[src/rtl/pio_in_debounce_pkg.sv]
// rtl/pio_in_debounce_pkg.sv - shared types and default constants for the PIO input debouncer
// Contents:
//   db_state_e           per-bit qualification state {STABLE, SETTLING}
//   PIO_IN_WIDTH         default number of input bits (PIO in_port width)
//   DEBOUNCE_1MS_50MHZ   default settle time in clocks (1 ms at 50 MHz)
//   SYNC_STAGES_DEFAULT  default synchronizer depth
package pio_in_debounce_pkg;

  typedef enum logic {
    STABLE   = 1'b0,
    SETTLING = 1'b1
  } db_state_e;

  localparam int PIO_IN_WIDTH        = 10;
  localparam int DEBOUNCE_1MS_50MHZ  = 50000;
  localparam int SYNC_STAGES_DEFAULT = 2;

endpackage

[src/rtl/pio_in_debounce_bit.sv]
// rtl/pio_in_debounce_bit.sv - one-bit synchronizer, settle counter and edge pulse generator
// Ports:
//   clk      in   system clock
//   reset_n  in   asynchronous active-low reset
//   raw_in   in   raw asynchronous level
//   level    out  debounced level (registered)
//   rise     out  one-cycle pulse on an accepted 0->1 change (registered)
//   fall     out  one-cycle pulse on an accepted 1->0 change (registered)
module debounce_bit
  import pio_in_debounce_pkg::*;
#(
  parameter int SYNC_STAGES     = SYNC_STAGES_DEFAULT,
  parameter int DEBOUNCE_CYCLES = DEBOUNCE_1MS_50MHZ,
  parameter int CNT_W           = 16
) (
  input  logic clk,
  input  logic reset_n,
  input  logic raw_in,
  output logic level,
  output logic rise,
  output logic fall
);

  localparam logic [CNT_W-1:0] CNT_LAST = CNT_W'(DEBOUNCE_CYCLES - 1);

  logic [SYNC_STAGES-1:0] r_sync;
  logic                   w_sync;
  db_state_e              r_state;
  logic [CNT_W-1:0]       r_cnt;
  logic                   r_level;
  logic                   r_rise;
  logic                   r_fall;

  assign w_sync = r_sync[SYNC_STAGES-1];

  always_ff @(posedge clk or negedge reset_n) begin
    if (!reset_n) begin
      r_sync <= '0;
    end else begin
      r_sync <= {r_sync[SYNC_STAGES-2:0], raw_in};
    end
  end

  // Pulses default low every cycle so they last exactly one clock.
  // Any return of the synchronized level to the accepted level while
  // settling drops back to STABLE, so the next departure restarts at 0.
  always_ff @(posedge clk or negedge reset_n) begin
    if (!reset_n) begin
      r_state <= STABLE;
      r_cnt   <= '0;
      r_level <= 1'b0;
      r_rise  <= 1'b0;
      r_fall  <= 1'b0;
    end else begin
      r_rise <= 1'b0;
      r_fall <= 1'b0;
      case (r_state)
        STABLE: begin
          if (w_sync != r_level) begin
            r_state <= SETTLING;
            r_cnt   <= '0;
          end
        end
        SETTLING: begin
          if (w_sync == r_level) begin
            r_state <= STABLE;
          end else if (r_cnt == CNT_LAST) begin
            r_level <= w_sync;
            r_rise  <= w_sync;
            r_fall  <= ~w_sync;
            r_state <= STABLE;
          end else begin
            r_cnt <= r_cnt + CNT_W'(1);
          end
        end
        default: r_state <= STABLE;
      endcase
    end
  end

  assign level = r_level;
  assign rise  = r_rise;
  assign fall  = r_fall;

endmodule

[src/rtl/pio_in_debounce.sv]
// rtl/pio_in_debounce.sv - synchronize and debounce switch levels feeding the Avalon input PIO
// Ports:
//   clk      in   system clock
//   reset_n  in   asynchronous active-low reset
//   raw_in   in   [WIDTH] raw asynchronous switch levels
//   sw_out   out  [WIDTH] debounced levels to PIO in_port
//   rise     out  [WIDTH] per-bit accepted 0->1 pulse
//   fall     out  [WIDTH] per-bit accepted 1->0 pulse
//   changed  out  OR of all rise and fall bits
module pio_in_debounce
  import pio_in_debounce_pkg::*;
#(
  parameter int WIDTH           = PIO_IN_WIDTH,
  parameter int SYNC_STAGES     = SYNC_STAGES_DEFAULT,
  parameter int DEBOUNCE_CYCLES = DEBOUNCE_1MS_50MHZ,
  parameter int CNT_W           = 16
) (
  input  logic             clk,
  input  logic             reset_n,
  input  logic [WIDTH-1:0] raw_in,
  output logic [WIDTH-1:0] sw_out,
  output logic [WIDTH-1:0] rise,
  output logic [WIDTH-1:0] fall,
  output logic             changed
);

  logic [WIDTH-1:0] w_level;
  logic [WIDTH-1:0] w_rise;
  logic [WIDTH-1:0] w_fall;

  for (genvar g = 0; g < WIDTH; g++) begin : g_bit
    debounce_bit #(
      .SYNC_STAGES     (SYNC_STAGES),
      .DEBOUNCE_CYCLES (DEBOUNCE_CYCLES),
      .CNT_W           (CNT_W)
    ) u_bit (
      .clk     (clk),
      .reset_n (reset_n),
      .raw_in  (raw_in[g]),
      .level   (w_level[g]),
      .rise    (w_rise[g]),
      .fall    (w_fall[g])
    );
  end

  assign sw_out  = w_level;
  assign rise    = w_rise;
  assign fall    = w_fall;
  // Built only from pulse flops, so it carries no path from raw_in.
  assign changed = |(w_rise | w_fall);

endmodule
[config.mk]
export PLATFORM = sky130hd
export DESIGN_NAME = pio_in_debounce
export DESIGN_NICKNAME = d
export VERILOG_FILES = /design/src/rtl/pio_in_debounce_pkg.sv /design/src/rtl/pio_in_debounce_bit.sv /design/src/rtl/pio_in_debounce.sv
export SDC_FILE = /design/constraint.sdc
export NUM_CORES = 1
export LEC_CHECK = 0
export CAP_MARGIN = 10
export CORE_AREA = 2 2 154 156
export CTS_BUF_LIST = sky130_fd_sc_hd__clkbuf_16
export CTS_CLUSTER_DIAMETER = 40
export DETAILED_ROUTE_END_ITERATION = 8
export DIE_AREA = 0 0 156 158
export PLACE_DENSITY_LB_ADDON = 0.25
export SYNTH_ARGS = -nofsm -noshare
export SYNTH_HDL_FRONTEND = slang
export SYNTH_SLANG_ARGS = --single-unit
[constraint.sdc]
create_clock -name clk -period 2 [get_ports clk]
set_input_delay 0.4 -clock clk [delete_from_list [all_inputs] [get_ports clk]]
set_output_delay 0.4 -clock clk [all_outputs]
set_load 0.02 [all_outputs]
==> results by group, run 1 <==
Drt
  – Final wirelength: 27.3 mm
  – Met2 routed WL: 12.7 mm
  – Drt initial violations: 689
  – # DRC: 0
  – M1 WL: 12.5 mm
  – WL met3: 1.39 mm
  – Vias: 9955
  – Final ANT Viol Nets: 0
  – Highest routed layer: met4
  – Via-per-instance ratio: 5.96
  – WL per Instance: around 16 um
  – Pre-antenna DRT Iters: 5

Yosys
  – Area leader, netlist: dfrtp_1
  – Synth warn: 0
  – Synth area leaders: dfrtp_1, o21ai_0, nand2_1
  – Synthesized netlist cell count: around 1200
  – Top FF cell, synth: dfrtp_1
  – Yosys top cell area share: 0.489
  – Yosys reg bits: 220
  – Syn Area/Cell: 9.50 um2
  – Post-synthesis sequential area ratio: 0.489
  – Synth unique cells: 69
  – Post-synthesis net count: about 1200
  – Ys async rst share: 1.00
  – Area of the mapped netlist: around 11000 um2
  – Post-synth EDFFs: 0

CTS
  – CTS Buffer Depth: 3
  – Clock Sinks: 220
  – Clock Latency Late Sink: 510 ps
  – CTS root buffer: clkbuf_16
  – Htree depth: 2
  – CTS clk-pin slew, worst paths: ~60 ps
  – CTS tree: done
  – Inserted Clock Buffers: 36

Hold path
  – Worst Hold Class: in -> reg
  – Hold Path Origin: raw_in[2]

Global routing
  – First-pass GRT wire length: 45.2 mm
  – Vias in the first global route: 9350
  – Initial antenna violation count: 0
  – GRT Util Overall: 0.222
  – Overflow after GRT: 0
  – Largest net degree at the start of global routing: 60

Cells and area
  – Multi-input gate area: 5560 um2
  – Antenna cells: 0
  – Commonest non-fill, non-tap cell in the layout: dfrtp_1
  – FILL cells: 1824
  – Nets: between 1000 and 1500
  – Area Overhead vs Synth: 28.4%
  – Most frequent cells in the layout: dfrtp_1, buf_4, nand2_1, o21ai_0, nand3_1
  – Storage cell area: roughly 5500 um2
  – Core Util, Final: 0.627
  – Layout cell share with drive strength beyond 1: 0.218

Critical path
  – Worst R2R Path Depth: 5
  – RR Startpoint: g_bit[1].u_bit.r_cnt[12]$_DFFE_PN0P_
  – Crit path from: g_bit[9].u_bit.fall$_DFF_PN0_
  – Critical path's slowest cell: dfrtp_1
  – Worst R2R Setup Slack: -20 ps
  – CP Launch Type: flip-flop
  – Crit path DAT: around 1700 ps
  – CP endpoint kind: output port
  – CP cell instances: nor4_2 > and3_4 > nand3_2 > buf_6
  – Reg2reg end: g_bit[1].u_bit.r_cnt[13]$_DFFE_PN0P_
  – End point of the critical path: changed
  – Crit-path max FO: 2
  – Crit Path Class: reg -> out
  – CP peak stage delay: between 300 and 400 ps
  – Worst EP required: 1600 ps

Power
  – Flop pwr share: 0.405
  – Logic pwr share: 0.063
  – Clk pwr share: 0.532
  – Design Power: 11.8 mW
  – Power per cell area: ~820 nW/um2
  – Internal power: about 9 mW
  – Switching Power: roughly 2.8 mW
  – Switch share: 0.236
  – Peak supply drop: 0.694 mV
  – Leak: between 6 and 7 nW

Timing
  – RSZ-0062 raised after global routing: true
  – Setup WS post-layout: -68.3 ps
  – Slew Limit Fails: 0
  – Part of the cycle the worst path needs: 1.03
  – Final hold vios: 0
  – F_max: 0.483 GHz
  – Worst-Margin Slew: ~590 ps
  – Final setup vio count: 5
  – Worst slew margin: 0.601
  – Min Clock Period, post-route: 2070 ps
  – Clock Skew: 29.1 ps
  – Final worst hold slack: between 300 and 400 ps

Die
  – Die area: 24600 um2
  – Starting density of the core: 0.488
  – Core Region: 23100 um2
  – Top-Level Pins: 43
  – Die X: 156 um
  – Die height: 158 um
  – # rows: 56

Placed design
  – Dpl hpwl: 18.0 mm
  – Place WS: -58.8 ps
  – Gpl congestion: about 0.9
  – Port Buffers: 42

Flow run
  – Max Cap Viol: 0

Run status
  – Failing checks: negative setup slack
  – Status: complete, but fails checks
critical path, delay by kind of cell, from the launching register on:
kind,cells,cell delay (ps)
flops,1,390
simple gates,3,620
buf+inv,1,140
kinds of logic (layout without fill, tap and decap cells):
kind of cell | count (synthesis) | in the layout | synth area share
AND/OR/NAND/NOR | 522 | 525 | 0.256
buffers and inverters | 95 | 286 | 0.0438
flip-flops | 220 | 220 | 0.489
AO/OA/AOI/OAI | 302 | 302 | 0.168
multiplexers | 22 | 22 | 0.0211
XOR/XNOR | 14 | 14 | 0.0109
adder cells (fa/ha/maj) | 10 | 10 | 0.0111
per-layer routing:
metal | GRT usage | up-vias
met3 | 0.0356 | 61
met4 | 0.0834 | 0
met1 | 0.310 | 4824
met5 | 0 | -
li1 | - | 4804
met2 | 0.350 | 266
state kept, by name, indices dropped and copies added, names as in the netlist:
| register | count |
|---|---|
| g_bit.u_bit.level | 10 |
| g_bit.u_bit.r_sync | 20 |
| g_bit.u_bit.r_cnt | 160 |
| g_bit.u_bit.r_state | 10 |
| g_bit.u_bit.rise | 10 |
| g_bit.u_bit.fall | 10 |
worst min-delay path by stage:
stage	endpoint	depth (start not counted)
after floorplan	g_bit[0].u_bit.fall$_DFF_PN0_	0
after global placement	g_bit[5].u_bit.r_sync[1]$_DFF_PN0_	0
after detailed placement	g_bit[3].u_bit.r_sync[1]$_DFF_PN0_	0
after CTS	g_bit[2].u_bit.r_sync[0]$_DFF_PN0_	1
after global routing	g_bit[2].u_bit.r_sync[0]$_DFF_PN0_	1
final	g_bit[2].u_bit.r_sync[0]$_DFF_PN0_	1
power groups by stage:
stage          Clock (mW)  Combinational, mW  Sequential, mW
2_1_floorplan           0              0.370            4.79
3_3_place_gp            0              0.684            4.83
3_5_place_dp            0              0.700            4.83
4_1_cts              6.38              0.713            4.76
5_1_grt              6.57              0.841            4.79
6_report             6.27              0.746            4.77
timing repair:
item	4_1_cts	5_1_grt
endpoints found under the hold margin	52	0
setup endpoints to repair	40	75
setup buffers	4	10
pin swaps	10	28
hold buffers	1	0
gates resized for setup	39	62
cloned	0	4
cells in the mapped netlist (7+ instances only):
master / count
nand2_1: 142
nand2b_1: 9
o21ai_0: 113
o311ai_0: 9
o41ai_1: 7
or2_2: 7
and4_1: 9
a31oi_1: 36
nor3_1: 20
o31ai_1: 28
nor4_1: 16
a21o_1: 15
inv_1: 30
a22o_1: 19
nand3_1: 85
a21oi_1: 45
or3_1: 20
nand4_1: 43
and2_1: 10
mux2i_1: 8
mux2_2: 14
nor3b_1: 23
and3_1: 24
ha_1: 10
dfrtp_1: 220
clkbuf_1: 22
xor2_1: 8
nor2_1: 55
buf_4: 32
or4_1: 7
cell type report:
| cell class | count | share of cell area |
|---|---|---|
| clock inverter | 24 | 0.0188 |
| multi-input combinational | 873 | 0.385 |
| clock buffer | 38 | 0.0658 |
| tap | 290 | 0.0251 |
| sequential | 220 | 0.381 |
| timing repair buffer | 192 | 0.115 |
| inverter | 32 | 0.00883 |
metrics by stage:
step	TNS, ps	cells	area, um2
final	-102	1669	14500
after global routing	-811	1669	14500
after CTS	-149	1655	14100
after detailed placement	-669	1588	12800
after global placement	-125	1588	12800
after floorplan	-94.4	1185	11300
Note: power is estimated with default switching activity, not from simulation.
==> inputs of run 2 (changes only) <==
--- a/config.mk
+++ b/config.mk
@@ -11,6 +11,7 @@
 export CTS_CLUSTER_DIAMETER = 40
 export DETAILED_ROUTE_END_ITERATION = 8
 export DIE_AREA = 0 0 156 158
+export HOLD_SLACK_MARGIN = 0.15
 export PLACE_DENSITY_LB_ADDON = 0.25
 export SYNTH_ARGS = -nofsm -noshare
 export SYNTH_HDL_FRONTEND = slang
==> results of run 2 <==
Final layout, timing and power as in run 1 (identical DEF).
==> inputs of run 3 (changes only) <==
--- a/config.mk
+++ b/config.mk
@@ -16,3 +16,4 @@
 export SYNTH_ARGS = -nofsm -noshare
 export SYNTH_HDL_FRONTEND = slang
 export SYNTH_SLANG_ARGS = --single-unit
+export TNS_END_PERCENT = 100
==> results of run 3 <==
Final layout, timing and power as in run 1 (identical DEF).
